### src/rtl/alu_sequencer.sv
// alu_sequencer: transactional front end for the registered ALU datapath.
// It takes one command per cmd handshake and drives the datapath select and
// enable lines over several cycles. It then returns the captured result and
// carry on the rsp handshake. Every output is a register, so each one already
// holds the value that belongs to the state being entered.

module alu_sequencer #(
    parameter int BIT_WIDTH = 4
) (
    input  logic                 clk,
    input  logic                 rst_n,
    input  logic                 cmd_valid,
    output logic                 cmd_ready,
    input  logic [1:0]           cmd_op,
    input  logic                 cmd_alu_sel,
    input  logic [BIT_WIDTH-1:0] cmd_opa,
    input  logic [BIT_WIDTH-1:0] cmd_opb,
    output logic                 rsp_valid,
    input  logic                 rsp_ready,
    output logic [BIT_WIDTH-1:0] rsp_result,
    output logic                 rsp_carry,
    output logic                 rsp_err,
    output logic [BIT_WIDTH-1:0] dp_in,
    output logic                 dp_s_reg,
    output logic                 dp_en_ra,
    output logic                 dp_en_rb,
    output logic                 dp_s,
    input  logic [BIT_WIDTH-1:0] dp_out,
    input  logic                 dp_cout
);

    typedef enum logic [2:0] {
        S_IDLE,
        S_LOAD_A,
        S_LOAD_B,
        S_EXEC,
        S_CAPTURE,
        S_DONE
    } state_t;

    localparam logic [1:0] OP_EXEC   = 2'b00;
    localparam logic [1:0] OP_ACC    = 2'b01;
    localparam logic [1:0] OP_REPEAT = 2'b10;
    localparam logic [1:0] OP_RSVD   = 2'b11;

    state_t               state;
    logic [1:0]           op_q;
    logic [BIT_WIDTH-1:0] opb_q;
    logic                 acc_ok;

    // Sequencer FSM with registered datapath controls and response outputs.
    // The feedback ops stay illegal until an EXEC completes, because the
    // datapath registers come out of reset holding unknown values.
    always_ff @(posedge clk or negedge rst_n) begin
        if (!rst_n) begin
            state      <= S_IDLE;
            op_q       <= OP_EXEC;
            opb_q      <= '0;
            acc_ok     <= 1'b0;
            cmd_ready  <= 1'b1;
            rsp_valid  <= 1'b0;
            rsp_result <= '0;
            rsp_carry  <= 1'b0;
            rsp_err    <= 1'b0;
            dp_in      <= '0;
            dp_s_reg   <= 1'b1;
            dp_en_ra   <= 1'b0;
            dp_en_rb   <= 1'b0;
            dp_s       <= 1'b0;
        end else begin
            case (state)
                S_IDLE: begin
                    if (cmd_valid) begin
                        op_q      <= cmd_op;
                        opb_q     <= cmd_opb;
                        dp_s      <= cmd_alu_sel;
                        cmd_ready <= 1'b0;
                        if (cmd_op == OP_RSVD || (cmd_op != OP_EXEC && !acc_ok)) begin
                            state      <= S_DONE;
                            rsp_valid  <= 1'b1;
                            rsp_err    <= 1'b1;
                            rsp_result <= '0;
                            rsp_carry  <= 1'b0;
                        end else begin
                            state    <= S_LOAD_A;
                            dp_en_ra <= 1'b1;
                            if (cmd_op == OP_EXEC) begin
                                dp_s_reg <= 1'b1;
                                dp_in    <= cmd_opa;
                            end else begin
                                dp_s_reg <= 1'b0;
                                dp_in    <= '0;
                            end
                        end
                    end
                end
                S_LOAD_A: begin
                    dp_en_ra <= 1'b0;
                    dp_s_reg <= 1'b1;
                    if (op_q == OP_REPEAT) begin
                        state <= S_EXEC;
                        dp_in <= '0;
                    end else begin
                        state    <= S_LOAD_B;
                        dp_en_rb <= 1'b1;
                        dp_in    <= opb_q;
                    end
                end
                S_LOAD_B: begin
                    state    <= S_EXEC;
                    dp_en_rb <= 1'b0;
                    dp_in    <= '0;
                end
                S_EXEC: begin
                    state <= S_CAPTURE;
                end
                S_CAPTURE: begin
                    state      <= S_DONE;
                    rsp_result <= dp_out;
                    rsp_carry  <= dp_cout;
                    rsp_err    <= 1'b0;
                    rsp_valid  <= 1'b1;
                    acc_ok     <= 1'b1;
                end
                S_DONE: begin
                    if (rsp_ready) begin
                        state     <= S_IDLE;
                        rsp_valid <= 1'b0;
                        cmd_ready <= 1'b1;
                    end
                end
                default: begin
                    state     <= S_IDLE;
                    cmd_ready <= 1'b1;
                    rsp_valid <= 1'b0;
                    dp_en_ra  <= 1'b0;
                    dp_en_rb  <= 1'b0;
                    dp_s_reg  <= 1'b1;
                end
            endcase
        end
    end

endmodule

### config.mk
export PLATFORM = sky130hd
export DESIGN_NAME = alu_sequencer
export DESIGN_NICKNAME = d
export VERILOG_FILES = /design/src/rtl/alu_sequencer.sv
export SDC_FILE = /design/constraint.sdc
export NUM_CORES = 1
export LEC_CHECK = 0
export CELL_PAD_IN_SITES_DETAIL_PLACEMENT = 1
export CELL_PAD_IN_SITES_GLOBAL_PLACEMENT = 1
export CORE_MARGIN = 3
export CORE_UTILIZATION = 30
export DETAILED_ROUTE_END_ITERATION = 8
export GPL_ROUTABILITY_DRIVEN = 0
export PLACE_DENSITY = 0.69
export SETUP_SLACK_MARGIN = 0.02
export SLEW_MARGIN = 0
export SYNTH_ARGS = -nofsm -noshare
export SYNTH_HDL_FRONTEND = slang
export SYNTH_SLANG_ARGS = --single-unit
### constraint.sdc
create_clock -name clk -period 1.88 [get_ports clk]
set_clock_uncertainty 0.05 [all_clocks]
set_input_delay 0.282 -clock clk [delete_from_list [all_inputs] [get_ports clk]]
set_output_delay 0.282 -clock clk [all_outputs]
set_load 0.02 [all_outputs]
==> qor_table.md <==
| Quantity | Reported | Unit |
|:---|:---|:---|
| Post-Syn Instances | 115 | - |
| IO Count | 36 | - |
| Met3 usage | 2.593 | % |
| Result of the run | completed | - |
| Setup-failing EPs final | 0 | - |
| H-tree level count | 1 | - |
| Layout Area Growth over Synthesis | 44.90 | % |
| Routed length per instance | 15.22 | µm |
| Pwr per Cell Area | 1723 | nW/µm² |
| Count of endpoints failing hold in the final timing report | 0 | - |
| Y dimension of the die | 68.98 | µm |
| Root buffer cell | clkbuf_8 | - |
| Count of nets after finishing | 181 | - |
| Largest net degree at the start of global routing | 27 | - |
| Slowest cell on crit path | clkdlybuf4s50_1 | - |
| Start of the worst register-to-register path | state[1] | - |
| Series of cell instances along the critical path | clkdlybuf4s50_1 | - |
| Final wirelength | 3.166 | mm |
| Hold Slack | 309.5 | ps |
| Worst reg2reg setup slack | 230 | ps |
| Critical Path AT | 1440 | ps |
| Global-route wire length before repair | 5.202 | mm |
| Top flop regs | dp_in (4), opb_q (4), rsp_result (4) | - |
| Via count | 1014 | - |
| I/O Buffers | 35 | - |
| Highest attainable clock frequency | 565.5 | MHz |
| Part of the power in registers | 33.7 | % |
| Top area cells in the synthesized netlist | dfrtp_1 50%, nand2_1 8.8%, dfstp_2 4.4% | - |
| M1 GR Usage | 19.37 | % |
| Switching power summed over all nets | 1.139 | mW |
| Switching part of the total power | 38.36 | % |
| Synth area leader | dfrtp_1 | - |
| Post-DRT Antenna Nets | 0 | - |
| Highest cell delay on the worst timing path | 610 | ps |
| Sequential fraction of the synthesis area | 54.89 | % |
| CTS resizes | 0 | - |
| Overall die width | 68.98 | µm |
| IR drop worst, VDD | 0.6152 | mV |
| Unrepaired setup endpoints after global routing | no | - |
| Top flip-flop cell by instance count after synthesis | dfrtp_1 | - |
| Cts-stage hold buffer count | 0 | - |
| Aggregate global-route resource usage | 14.97 | % |
| Postcts setup bufs | 0 | - |
| Proportion of synthesized flip-flops having asynchronous set or reset | 100.0 | % |
| Std cell rows | 22 | - |
| Fraction of the core area covered by cells at the end of the flow | 46.06 | % |
| Number of global-route vias before repair | 1070 | - |
| Via-per-instance ratio | 4.875 | - |
| Class of the tightest hold or removal check | input port to async pin | - |
| Filler instances | 430 | - |
| Clock tree from TritonCTS | done | - |
| DRC violation total after the first TritonRoute iteration | 21 | - |
| Fraction of post-synthesis cell area in the top cell type by area | 50.47 | % |
| Count of flip-flops with a built-in enable after synthesis | 0 | - |
| Worst slew slack as a fraction of its limit | 66.42 | % |
| Aggregate global routing overflow | 0 | - |
| Number of flip-flops and latches in the synthesized netlist | 26 | - |
| Endpoint kind of the worst setup timing path | output port | - |
| Worst setup path category | register to output port | - |
| Core area | 3744 | µm² |
| Number of diodes | 0 | - |
| Clock latency at the later pin of the worst-skew pair | 280 | ps |
| Post-Synthesis Net Count | 135 | - |
| Clk sinks | 26 | - |
| Effective utilization at floorplan | 31.78 | % |
| Num CTS Buffers | 3 | - |
| Launching element type of the critical path | register | - |
| P_int | 1.831 | mW |
| Post-route clock period utilization | 94.06 | % |
| DRC violation count after routing | 0 | - |
| Fraction of met2 tracks used by global routing | 24.40 | % |
| Clock group share of total power | 15.9 | % |
| Proportion of layout cells with a drive suffix above 1 | 17.50 | % |
| Most used routing layer in global routing | met2 | - |
| Cell leakage power | 0.7818 | nW |
| Worst reg-to-reg path cell count | 4 | - |
| Number of antenna violations at the first check in global routing | 0 | - |
| Reg2reg end | dp_in[0] | - |
| Maximum clock path buffer count | 2 | - |
| Max cap viols | 0 | - |
| Total Die Area | 4758 | µm² |
| Max Transition Viols Final | 0 | - |
| Cell family contributing the most delay on the critical path | buffers and inverters | - |
| Post-route minimum period | 1768 | ps |
| Cell area after technology mapping | 1190 | µm² |
| Avg Cell Area, Syn | 10.35 | µm² |
| Warning count from the yosys run | 0 | - |
| Transition at the pin with the smallest max-transition slack | 499.5 | ps |
| Sum of net half-perimeters after detailed placement | 2.470 | mm |
| Crit path required time | 1550 | ps |
| Maximum fanout count along the critical path | 2 | - |
| Synth cell types | 34 | - |
| Gate power share | 50.5 | % |
| Final-layout setup total negative slack | 0 | ps |
| Number of iterations in the first detailed-routing pass | 4 | - |
| Count of buffering cells on the critical path with inverters included | 1 | - |
| Clock slew seen by the registers of the worst setup and hold paths | 100 | ps |
==> worst max path at each step <==
stage          slack, ps   endpoint  depth (start not counted)  startpoint
2_1_floorplan        360   dp_in[0]                          5    state[2]
3_3_place_gp          70   dp_in[2]                          4   cmd_op[1]
3_5_place_dp          20   dp_in[0]                          4   cmd_op[1]
4_1_cts              110   dp_s_reg                          1    dp_s_reg
5_1_grt               80  cmd_ready                          1   cmd_ready
6_report             110   dp_s_reg                          1    dp_s_reg
==> cells in the final DEF, fill, tap and decap left out, drive strengths merged, types with 2 or more instances in the layout <==
cell | synthesis | final
a32o | 4 | 4
nor2b | 2 | 2
nand2 | 29 | 29
clkbuf | 1 | 3
dfrtp | 24 | 24
a21oi | 3 | 3
buf | 4 | 11
o22ai | 2 | 2
clkdlybuf4s50 | 0 | 35
inv | 7 | 7
o221ai | 2 | 2
nor2 | 7 | 7
a22o | 5 | 5
mux2 | 4 | 4
dfstp | 2 | 2
o21ai | 3 | 3
nor3 | 2 | 2
==> layer usage <==
layer  wire [µm]  up-vias
met5           0        -
met4          57        0
met3         103        5
met2        1542       17
met1        1463      500
li1            -      492
==> area by class of cell <==
cell class              count  area, µm²  area share, %
inverters                   7      26.28          1.524
multi-input cells          77      480.5          27.87
flip-flops and latches     26      653.1          37.88
well taps                  48      60.06          3.483
clock buffers               3      41.29          2.395
clock inverters             1      30.03          1.742
repair buffers             46      432.9          25.11
==> cell families after synthesis <==
family,after synthesis,synth area share [%]
AND/OR/NAND/NOR,44,16.51
XOR/XNOR,1,0.7362
adder cells (fa/ha/maj),1,0.9463
buffers and inverters,12,4.732
AO/OA/AOI/OAI,26,17.56
flip-flops,26,54.89
multiplexers,5,4.626
==> power groups by stage <==
| stage | combinational (mW) | clock [mW] | sequential, mW |
|---|---|---|---|
| floorplan | 0.737 | 0 | 1.15 |
| global placement | 1.47 | 0 | 1.00 |
| CTS | 1.52 | 0.481 | 1.00 |
| finish | 1.50 | 0.471 | 1.00 |
| global route | 1.65 | 0.508 | 1.04 |
| detailed placement | 1.51 | 0 | 1.01 |
==> Yosys cell counts (2+ instances only) <==
| cell type | instances |
|---|---|
| o22ai_1 | 2 |
| dfstp_2 | 2 |
| a32o_1 | 4 |
| buf_2 | 3 |
| dfrtp_1 | 24 |
| a21oi_1 | 3 |
| nand2_1 | 28 |
| a22o_1 | 5 |
| o21ai_0 | 3 |
| nor2_1 | 7 |
| nor2b_1 | 2 |
| mux2_2 | 4 |
| inv_1 | 7 |
==> per-stage QoR <==
stage          instance area, µm²  setup WS [ps]  power [mW]  std cells
2_1_floorplan                1190          358.2       1.885        115
3_3_place_gp                 1653          65.04       2.466        204
3_5_place_dp                 1653          24.65       2.525        204
4_1_cts                      1724          106.5       3.010        208
5_1_grt                      1724          77.10       3.203        208
6_report                     1724          111.7       2.970        208
Power figures use the tool's default switching activity.
